$ cat config.mk
export PLATFORM = sky130hd
export DESIGN_NAME = mem_arbiter_flat
export DESIGN_NICKNAME = d
export VERILOG_FILES = /design/src/rtl/mem_arbiter_if.sv /design/src/rtl/mem_arbiter.sv /design/src/flat_wrapper.sv
export SDC_FILE = /design/constraint.sdc
export NUM_CORES = 1
export LEC_CHECK = 0
export ABC_AREA = 1
export CORE_UTILIZATION = 30
export DETAILED_ROUTE_END_ITERATION = 10
export HOLD_SLACK_MARGIN = 0.12
export PLACE_DENSITY = 0.67
export SKIP_CTS_REPAIR_TIMING = 1
export SLEW_MARGIN = 20
export SYNTH_ARGS = -nofsm -noshare
export SYNTH_HDL_FRONTEND = slang
export SYNTH_SLANG_ARGS = --single-unit
$ cat constraint.sdc
create_clock -name clk -period 1.5 [get_ports clk]
set_clock_uncertainty 0.05 [all_clocks]
set_input_delay 0.225 -clock clk [delete_from_list [all_inputs] [get_ports clk]]
set_output_delay 0.225 -clock clk [all_outputs]
set_load 0.02 [all_outputs]
$ cat src/rtl/mem_arbiter_if.sv
// mem_arbiter_if: fetch port, data port and memory bus of the
// unified-memory arbiter, bundled for connection to the core.
interface mem_arbiter_if #(
   parameter int ADDR_W = 32,
   parameter int DATA_W = 32
);
   // fetch port
   logic              if_req;
   logic [ADDR_W-1:0] if_addr;
   logic [DATA_W-1:0] if_rdata;
   logic              if_done;
   // data port
   logic              d_readmem;
   logic              d_writemem;
   logic [ADDR_W-1:0] d_addr;
   logic [DATA_W-1:0] d_wdata;
   logic [DATA_W-1:0] d_rdata;
   logic              d_done;
   // memory bus
   logic              mem_req;
   logic              mem_we;
   logic [ADDR_W-1:0] mem_addr;
   logic [DATA_W-1:0] mem_wdata;
   logic [DATA_W-1:0] mem_rdata;
   logic              mem_ready;
   // pipeline control
   logic              stall_if;
   logic              stall_mem;
   logic              busy;

   // arbiter side
   modport master (
      input  if_req, if_addr,
      output if_rdata, if_done,
      input  d_readmem, d_writemem, d_addr, d_wdata,
      output d_rdata, d_done,
      output mem_req, mem_we, mem_addr, mem_wdata,
      input  mem_rdata, mem_ready,
      output stall_if, stall_mem, busy
   );

   // core and memory side
   modport slave (
      output if_req, if_addr,
      input  if_rdata, if_done,
      output d_readmem, d_writemem, d_addr, d_wdata,
      input  d_rdata, d_done,
      input  mem_req, mem_we, mem_addr, mem_wdata,
      output mem_rdata, mem_ready,
      input  stall_if, stall_mem, busy
   );
endinterface

$ cat src/rtl/mem_arbiter.sv
// mem_arbiter: one transaction at a time to the unified memory;
// data beats fetch unless fetch has waited STARVE_LIM data grants.
module mem_arbiter #(
   parameter int ADDR_W     = 32,
   parameter int DATA_W     = 32,
   parameter int STARVE_LIM = 4
) (
   input  logic          clk,
   input  logic          rst,
   mem_arbiter_if.master bus
);

   typedef enum logic [1:0] {
      IDLE,
      IF_BUSY,
      D_BUSY
   } state_t;

   localparam logic [3:0] LIM = 4'(STARVE_LIM);

   state_t            state_q, state_d;
   logic [3:0]        starve_cnt_q, starve_cnt_d;
   logic [ADDR_W-1:0] mem_addr_q, mem_addr_d;
   logic [DATA_W-1:0] mem_wdata_q, mem_wdata_d;
   logic              mem_we_q, mem_we_d;
   logic [DATA_W-1:0] if_rdata_q, if_rdata_d;
   logic [DATA_W-1:0] d_rdata_q, d_rdata_d;
   logic              if_done_q, if_done_d;
   logic              d_done_q, d_done_d;

   logic d_any;
   logic if_elig;
   logic d_elig;
   logic starved;
   logic fetch_win;
   logic data_win;

   // A request on its own done cycle is masked so it is not
   // re-granted before the stage has had a chance to drop it.
   assign d_any     = bus.d_readmem | bus.d_writemem;
   assign if_elig   = bus.if_req & ~if_done_q;
   assign d_elig    = d_any & ~d_done_q;
   assign starved   = (starve_cnt_q == LIM);
   assign fetch_win = if_elig & (~d_elig | starved);
   assign data_win  = d_elig & ~fetch_win;

   // Next-state, grant and completion logic
   always_comb begin
      state_d      = state_q;
      starve_cnt_d = starve_cnt_q;
      mem_addr_d   = mem_addr_q;
      mem_wdata_d  = mem_wdata_q;
      mem_we_d     = mem_we_q;
      if_rdata_d   = if_rdata_q;
      d_rdata_d    = d_rdata_q;
      if_done_d    = 1'b0;
      d_done_d     = 1'b0;
      unique case (state_q)
         IDLE: begin
            if (fetch_win) begin
               state_d      = IF_BUSY;
               mem_addr_d   = bus.if_addr;
               mem_we_d     = 1'b0;
               starve_cnt_d = 4'd0;
            end else if (data_win) begin
               state_d    = D_BUSY;
               mem_addr_d = bus.d_addr;
               // read+write together is served as a write
               mem_we_d   = bus.d_writemem;
               if (bus.d_writemem) begin
                  mem_wdata_d = bus.d_wdata;
               end
               if (if_elig && (starve_cnt_q < LIM)) begin
                  starve_cnt_d = starve_cnt_q + 4'd1;
               end
            end
         end
         IF_BUSY: begin
            if (bus.mem_ready) begin
               if_rdata_d = bus.mem_rdata;
               if_done_d  = 1'b1;
               state_d    = IDLE;
            end
         end
         D_BUSY: begin
            if (bus.mem_ready) begin
               if (!mem_we_q) begin
                  d_rdata_d = bus.mem_rdata;
               end
               d_done_d = 1'b1;
               state_d  = IDLE;
            end
         end
         default: begin
            state_d = IDLE;
         end
      endcase
   end

   // State and datapath registers; reset abandons any transaction
   always_ff @(posedge clk) begin
      if (rst) begin
         state_q      <= IDLE;
         starve_cnt_q <= 4'd0;
         mem_addr_q   <= '0;
         mem_wdata_q  <= '0;
         mem_we_q     <= 1'b0;
         if_rdata_q   <= '0;
         d_rdata_q    <= '0;
         if_done_q    <= 1'b0;
         d_done_q     <= 1'b0;
      end else begin
         state_q      <= state_d;
         starve_cnt_q <= starve_cnt_d;
         mem_addr_q   <= mem_addr_d;
         mem_wdata_q  <= mem_wdata_d;
         mem_we_q     <= mem_we_d;
         if_rdata_q   <= if_rdata_d;
         d_rdata_q    <= d_rdata_d;
         if_done_q    <= if_done_d;
         d_done_q     <= d_done_d;
      end
   end

   assign bus.mem_req   = (state_q != IDLE);
   assign bus.busy      = (state_q != IDLE);
   assign bus.mem_we    = mem_we_q;
   assign bus.mem_addr  = mem_addr_q;
   assign bus.mem_wdata = mem_wdata_q;
   assign bus.if_rdata  = if_rdata_q;
   assign bus.if_done   = if_done_q;
   assign bus.d_rdata   = d_rdata_q;
   assign bus.d_done    = d_done_q;
   assign bus.stall_if  = bus.if_req & ~if_done_q;
   assign bus.stall_mem = d_any & ~d_done_q;

endmodule

$ cat src/flat_wrapper.sv
// flat-port wrapper written by rule: the top's interface ports become plain ports
module mem_arbiter_flat 
#(
   parameter int ADDR_W     = 32,
   parameter int DATA_W     = 32,
   parameter int STARVE_LIM = 4
)
  (clk, rst, bus_if_req, bus_if_addr, bus_if_rdata, bus_if_done, bus_d_readmem, bus_d_writemem, bus_d_addr, bus_d_wdata, bus_d_rdata, bus_d_done, bus_mem_req, bus_mem_we, bus_mem_addr, bus_mem_wdata, bus_mem_rdata, bus_mem_ready, bus_stall_if, bus_stall_mem, bus_busy);
  mem_arbiter_if #(.ADDR_W(ADDR_W), .DATA_W(DATA_W)) bus_i ();
  input  logic clk;
  input  logic rst;
  input wire logic [$bits(bus_i.if_req)-1:0] bus_if_req;
  input wire logic [$bits(bus_i.if_addr)-1:0] bus_if_addr;
  output wire logic [$bits(bus_i.if_rdata)-1:0] bus_if_rdata;
  output wire logic [$bits(bus_i.if_done)-1:0] bus_if_done;
  input wire logic [$bits(bus_i.d_readmem)-1:0] bus_d_readmem;
  input wire logic [$bits(bus_i.d_writemem)-1:0] bus_d_writemem;
  input wire logic [$bits(bus_i.d_addr)-1:0] bus_d_addr;
  input wire logic [$bits(bus_i.d_wdata)-1:0] bus_d_wdata;
  output wire logic [$bits(bus_i.d_rdata)-1:0] bus_d_rdata;
  output wire logic [$bits(bus_i.d_done)-1:0] bus_d_done;
  output wire logic [$bits(bus_i.mem_req)-1:0] bus_mem_req;
  output wire logic [$bits(bus_i.mem_we)-1:0] bus_mem_we;
  output wire logic [$bits(bus_i.mem_addr)-1:0] bus_mem_addr;
  output wire logic [$bits(bus_i.mem_wdata)-1:0] bus_mem_wdata;
  input wire logic [$bits(bus_i.mem_rdata)-1:0] bus_mem_rdata;
  input wire logic [$bits(bus_i.mem_ready)-1:0] bus_mem_ready;
  output wire logic [$bits(bus_i.stall_if)-1:0] bus_stall_if;
  output wire logic [$bits(bus_i.stall_mem)-1:0] bus_stall_mem;
  output wire logic [$bits(bus_i.busy)-1:0] bus_busy;
  assign bus_i.if_req = bus_if_req;
  assign bus_i.if_addr = bus_if_addr;
  assign bus_if_rdata = bus_i.if_rdata;
  assign bus_if_done = bus_i.if_done;
  assign bus_i.d_readmem = bus_d_readmem;
  assign bus_i.d_writemem = bus_d_writemem;
  assign bus_i.d_addr = bus_d_addr;
  assign bus_i.d_wdata = bus_d_wdata;
  assign bus_d_rdata = bus_i.d_rdata;
  assign bus_d_done = bus_i.d_done;
  assign bus_mem_req = bus_i.mem_req;
  assign bus_mem_we = bus_i.mem_we;
  assign bus_mem_addr = bus_i.mem_addr;
  assign bus_mem_wdata = bus_i.mem_wdata;
  assign bus_i.mem_rdata = bus_mem_rdata;
  assign bus_i.mem_ready = bus_mem_ready;
  assign bus_stall_if = bus_i.stall_if;
  assign bus_stall_mem = bus_i.stall_mem;
  assign bus_busy = bus_i.busy;
  mem_arbiter #(.ADDR_W(ADDR_W), .DATA_W(DATA_W), .STARVE_LIM(STARVE_LIM)) u_core (.clk(clk), .rst(rst), .bus(bus_i));
endmodule
==> flow_summary.ini <==
[die]
x_dimension_of_the_die_um = 145
dieHeight_um = 145
initial_utilization_pct = 30.9
top_level_ports = 269
fp.dieArea_mm2 = 0.0209
rows = 51
design.core.area_mm2 = 0.0197

[synthesis]
synth_ff_type = dfxtp_1
number_of_enable_flip_flop_cells_after_synthesis = 0
yosys_warnings = 0
syn-instance-count = 902
seq_area_frac_synth_pct = 45.0
post_synthesis_mean_instance_area_um2 = 6.76
synth_async_sr_flop_share_pct = 0
ff_latch_count_synth = 137
synthDistinctLibCells = 24
postSynthNetCount = 1041
post_synth_instance_area_mm2 = 0.00609

[clock_tree]
clock_tree.buffer_depth = 2
clkTransAtPathRegs_ps = 60
tritoncts = yes
cts_root_buf = clkbuf_16
cts.sinks = 137
cts_max_level = 4
clock_buffer_count_from_cts = 17
worst_skew_pair.late_latency_ps = 410

[hold_path]
whs_endpoint = u_core.bus.d_rdata[20]
whs_path_depth = 3
worst_hold_path_type = in2reg
hold_path_startpoint = bus_mem_rdata[20]

[drt]
drt-initial-drc-count = 220
detail_route.drc_violations = 0
avgViaCountPerCell = 4.48
ant_nets = 0
wire_per_inst_um = 15.5
drt_pass1_iterations = 4
drt_wl_total_mm = 23.1
via_count = 6655

[sta]
worst_pin_slew_ps = 373
rsz0062_at_grt = yes
fmax_mhz = 613
timing.max_slew.rel_slack_pct = 75.2
hold_vio_cnt_final = 0
finalCriticalPeriod_ps = 1630
setup_slack_ps = -131
post-route-period-util_pct = 109
timing_max_transition_violations_final = 0
setup_total_negative_slack_ps = -5330
finalSetupViolations = 66

[setup_path]
timing.critical_path.buf_inv = 4
path_delay_family = simple AND/OR/NAND/NOR gates
worstPathMaxFanout = 8
timing.critical_path.cells = inv_2 > ha_4 > buf_6 > nand3_4 > nand2_8 > nand3_4 > clkbuf_16 > nand2_4 > inv_2 > nor2_1
slowest_stage = dfxtp_2
critPathCaptureType = register
depth_of_the_worst_register_to_register_path = 10
rrSetupSlack_ps = -130
critPathMaxStageDelay_ps = 320
worst_setup_path_start_kind = register
worstSetupPathType = reg2reg
timing.critical_path.from = u_core.state_q[0]
r2r-end = u_core.bus.mem_wdata[4]
regToRegStartpoint = u_core.state_q[0]
worst-endpoint-arrival_ps = 1930
worst-endpoint-required_ps = 1800

[placement]
routabilityCongestion = 0.738
dp_wirelength_mm = 12.8
place.port_buffers = 268
dpl-instance-area_mm2 = 0.00928

[cells_and_area]
mostFrequentLayoutCell = nor2_1
commonest_cells_after_routing_fill_and_taps_aside = nor2_1, inv_1, dfxtp_1
nNetsFinal = 1347
area.growth.synth_to_final_pct = 87.8
finalInstanceArea_mm2 = 0.0114
fraction_of_final_layout_cells_with_drive_strength_greater_than_1_pct = 20.0

[power_and_ir_drop]
static-leakage-power_uw = 0.00730
powerDensity_mw_per_mm2 = 1700
irDropWorstVdd_uv = 943

[global_routing]
antenna_found_initial = 1
globalRoute.totalOverflow = 0
global_route_wire_length_before_repair_mm = 28.6
via_count_of_the_first_global_routing_pass = 5613
groute.usage.overall_pct = 17.6
pin_count_of_the_biggest_net_entering_global_routing = 53

[outcome]
run_status = finished with violations
violations = negative setup slack

[job]
max_cap_violations = 0
flip-flops by register name (all words and copies together), names as in the netlist:
| register | flops |
|---|---|
| u_core.starve_cnt_q | 4 |
| u_core.bus.mem_wdata | 32 |
| u_core.state_q | 2 |
| u_core.bus.d_done | 1 |
| u_core.bus.mem_addr | 32 |
| u_core.bus.d_rdata | 32 |
| u_core.bus.mem_we | 1 |
| u_core.bus.if_rdata | 32 |
| u_core.bus.if_done | 1 |
logic make-up (layout without fill, tap and decap cells):
kind of cell / Yosys count / count (layout) / share of synthesized area (%)
AO/OA/AOI/OAI: 103 / 103 / 8.46
adder cells (fa/ha/maj): 5 / 5 / 1.03
AND/OR/NAND/NOR: 421 / 422 / 29.8
buffers and inverters: 236 / 554 / 15.7
flip-flops: 137 / 137 / 45.0
other: 0 / 1 / 0
synth_stat cells, types with 4 or more instances:
master      n  share of area (%)
inv_1     173                 11
nor2_1    169                 10
nand2_1   143                8.8
dfxtp_1   137                 45
o21ai_0    78                6.4
nand3_1    68                5.6
nand4_1    32                3.3
clkbuf_1   25                1.5
o21ai_1    21                1.7
buf_2      16                1.3
buf_1       6               0.37
inv_2       6               0.37
ha_1        5                1.0
a21oi_1     4               0.33
buf_4       4               0.49
buf_6       4               0.74
tightest hold or removal path: stages:
cell	delay [ps]
clkdlybuf4s50_1	410
nor2_1	100
nor2_1	50
area by class of cell:
class                      count  area, um^2
antenna                        1        2.50
multi-input combinational    530        2900
inverter                     179         691
clock buffer                  17         425
clock inverter                15         224
sequential                   137        2750
timing repair buffer         343        4130
fill                        1755        8270
tap                          265         332
metal layers:
metal	global-route usage (%)	wire (um)	vias to the layer above
li1	-	-	3371
met5	0	0	-
met4	4.10	329	0
met2	29.7	11700	202
met1	21.1	9540	3052
met3	6.62	1580	30
worst max path at each step:
| stage | depth (start not counted) | to | slack (ps) |
|---|---|---|---|
| 5_1_grt | 10 | u_core.bus.mem_wdata[11] | -220 |
| 3_3_place_gp | 11 | u_core.bus.mem_wdata[20] | -400 |
| 4_1_cts | 4 | bus_busy | -620 |
| 6_report | 10 | u_core.bus.mem_wdata[4] | -130 |
| 2_1_floorplan | 9 | u_core.bus.mem_addr[23] | 20 |
| 3_5_place_dp | 11 | u_core.bus.mem_wdata[23] | -430 |
through the flow:
| step | instances | utilization (%) | total power (uW) | setup WS [ps] | hold slack [ps] |
|---|---|---|---|---|---|
| after floorplan | 902 | - | 8860 | 18.2 | 244 |
| after global placement | 1418 | 47.1 | 12100 | -401 | 409 |
| after detailed placement | 1418 | 47.1 | 12200 | -430 | 408 |
| after CTS | 1450 | 50.4 | 16900 | -616 | 337 |
| after global routing | 1487 | 58.1 | 20500 | -218 | 358 |
| final | 1487 | 58.1 | 19400 | -131 | 361 |
where the power goes:
group          switching [uW]  leakage [uW]  internal, uW
logic                    5070       0.00585          4610
registers                 501       0.00113          4560
clock network            1820      0.000320          2860
total                    7390       0.00730         12000
(Power assumes the default switching activity.)
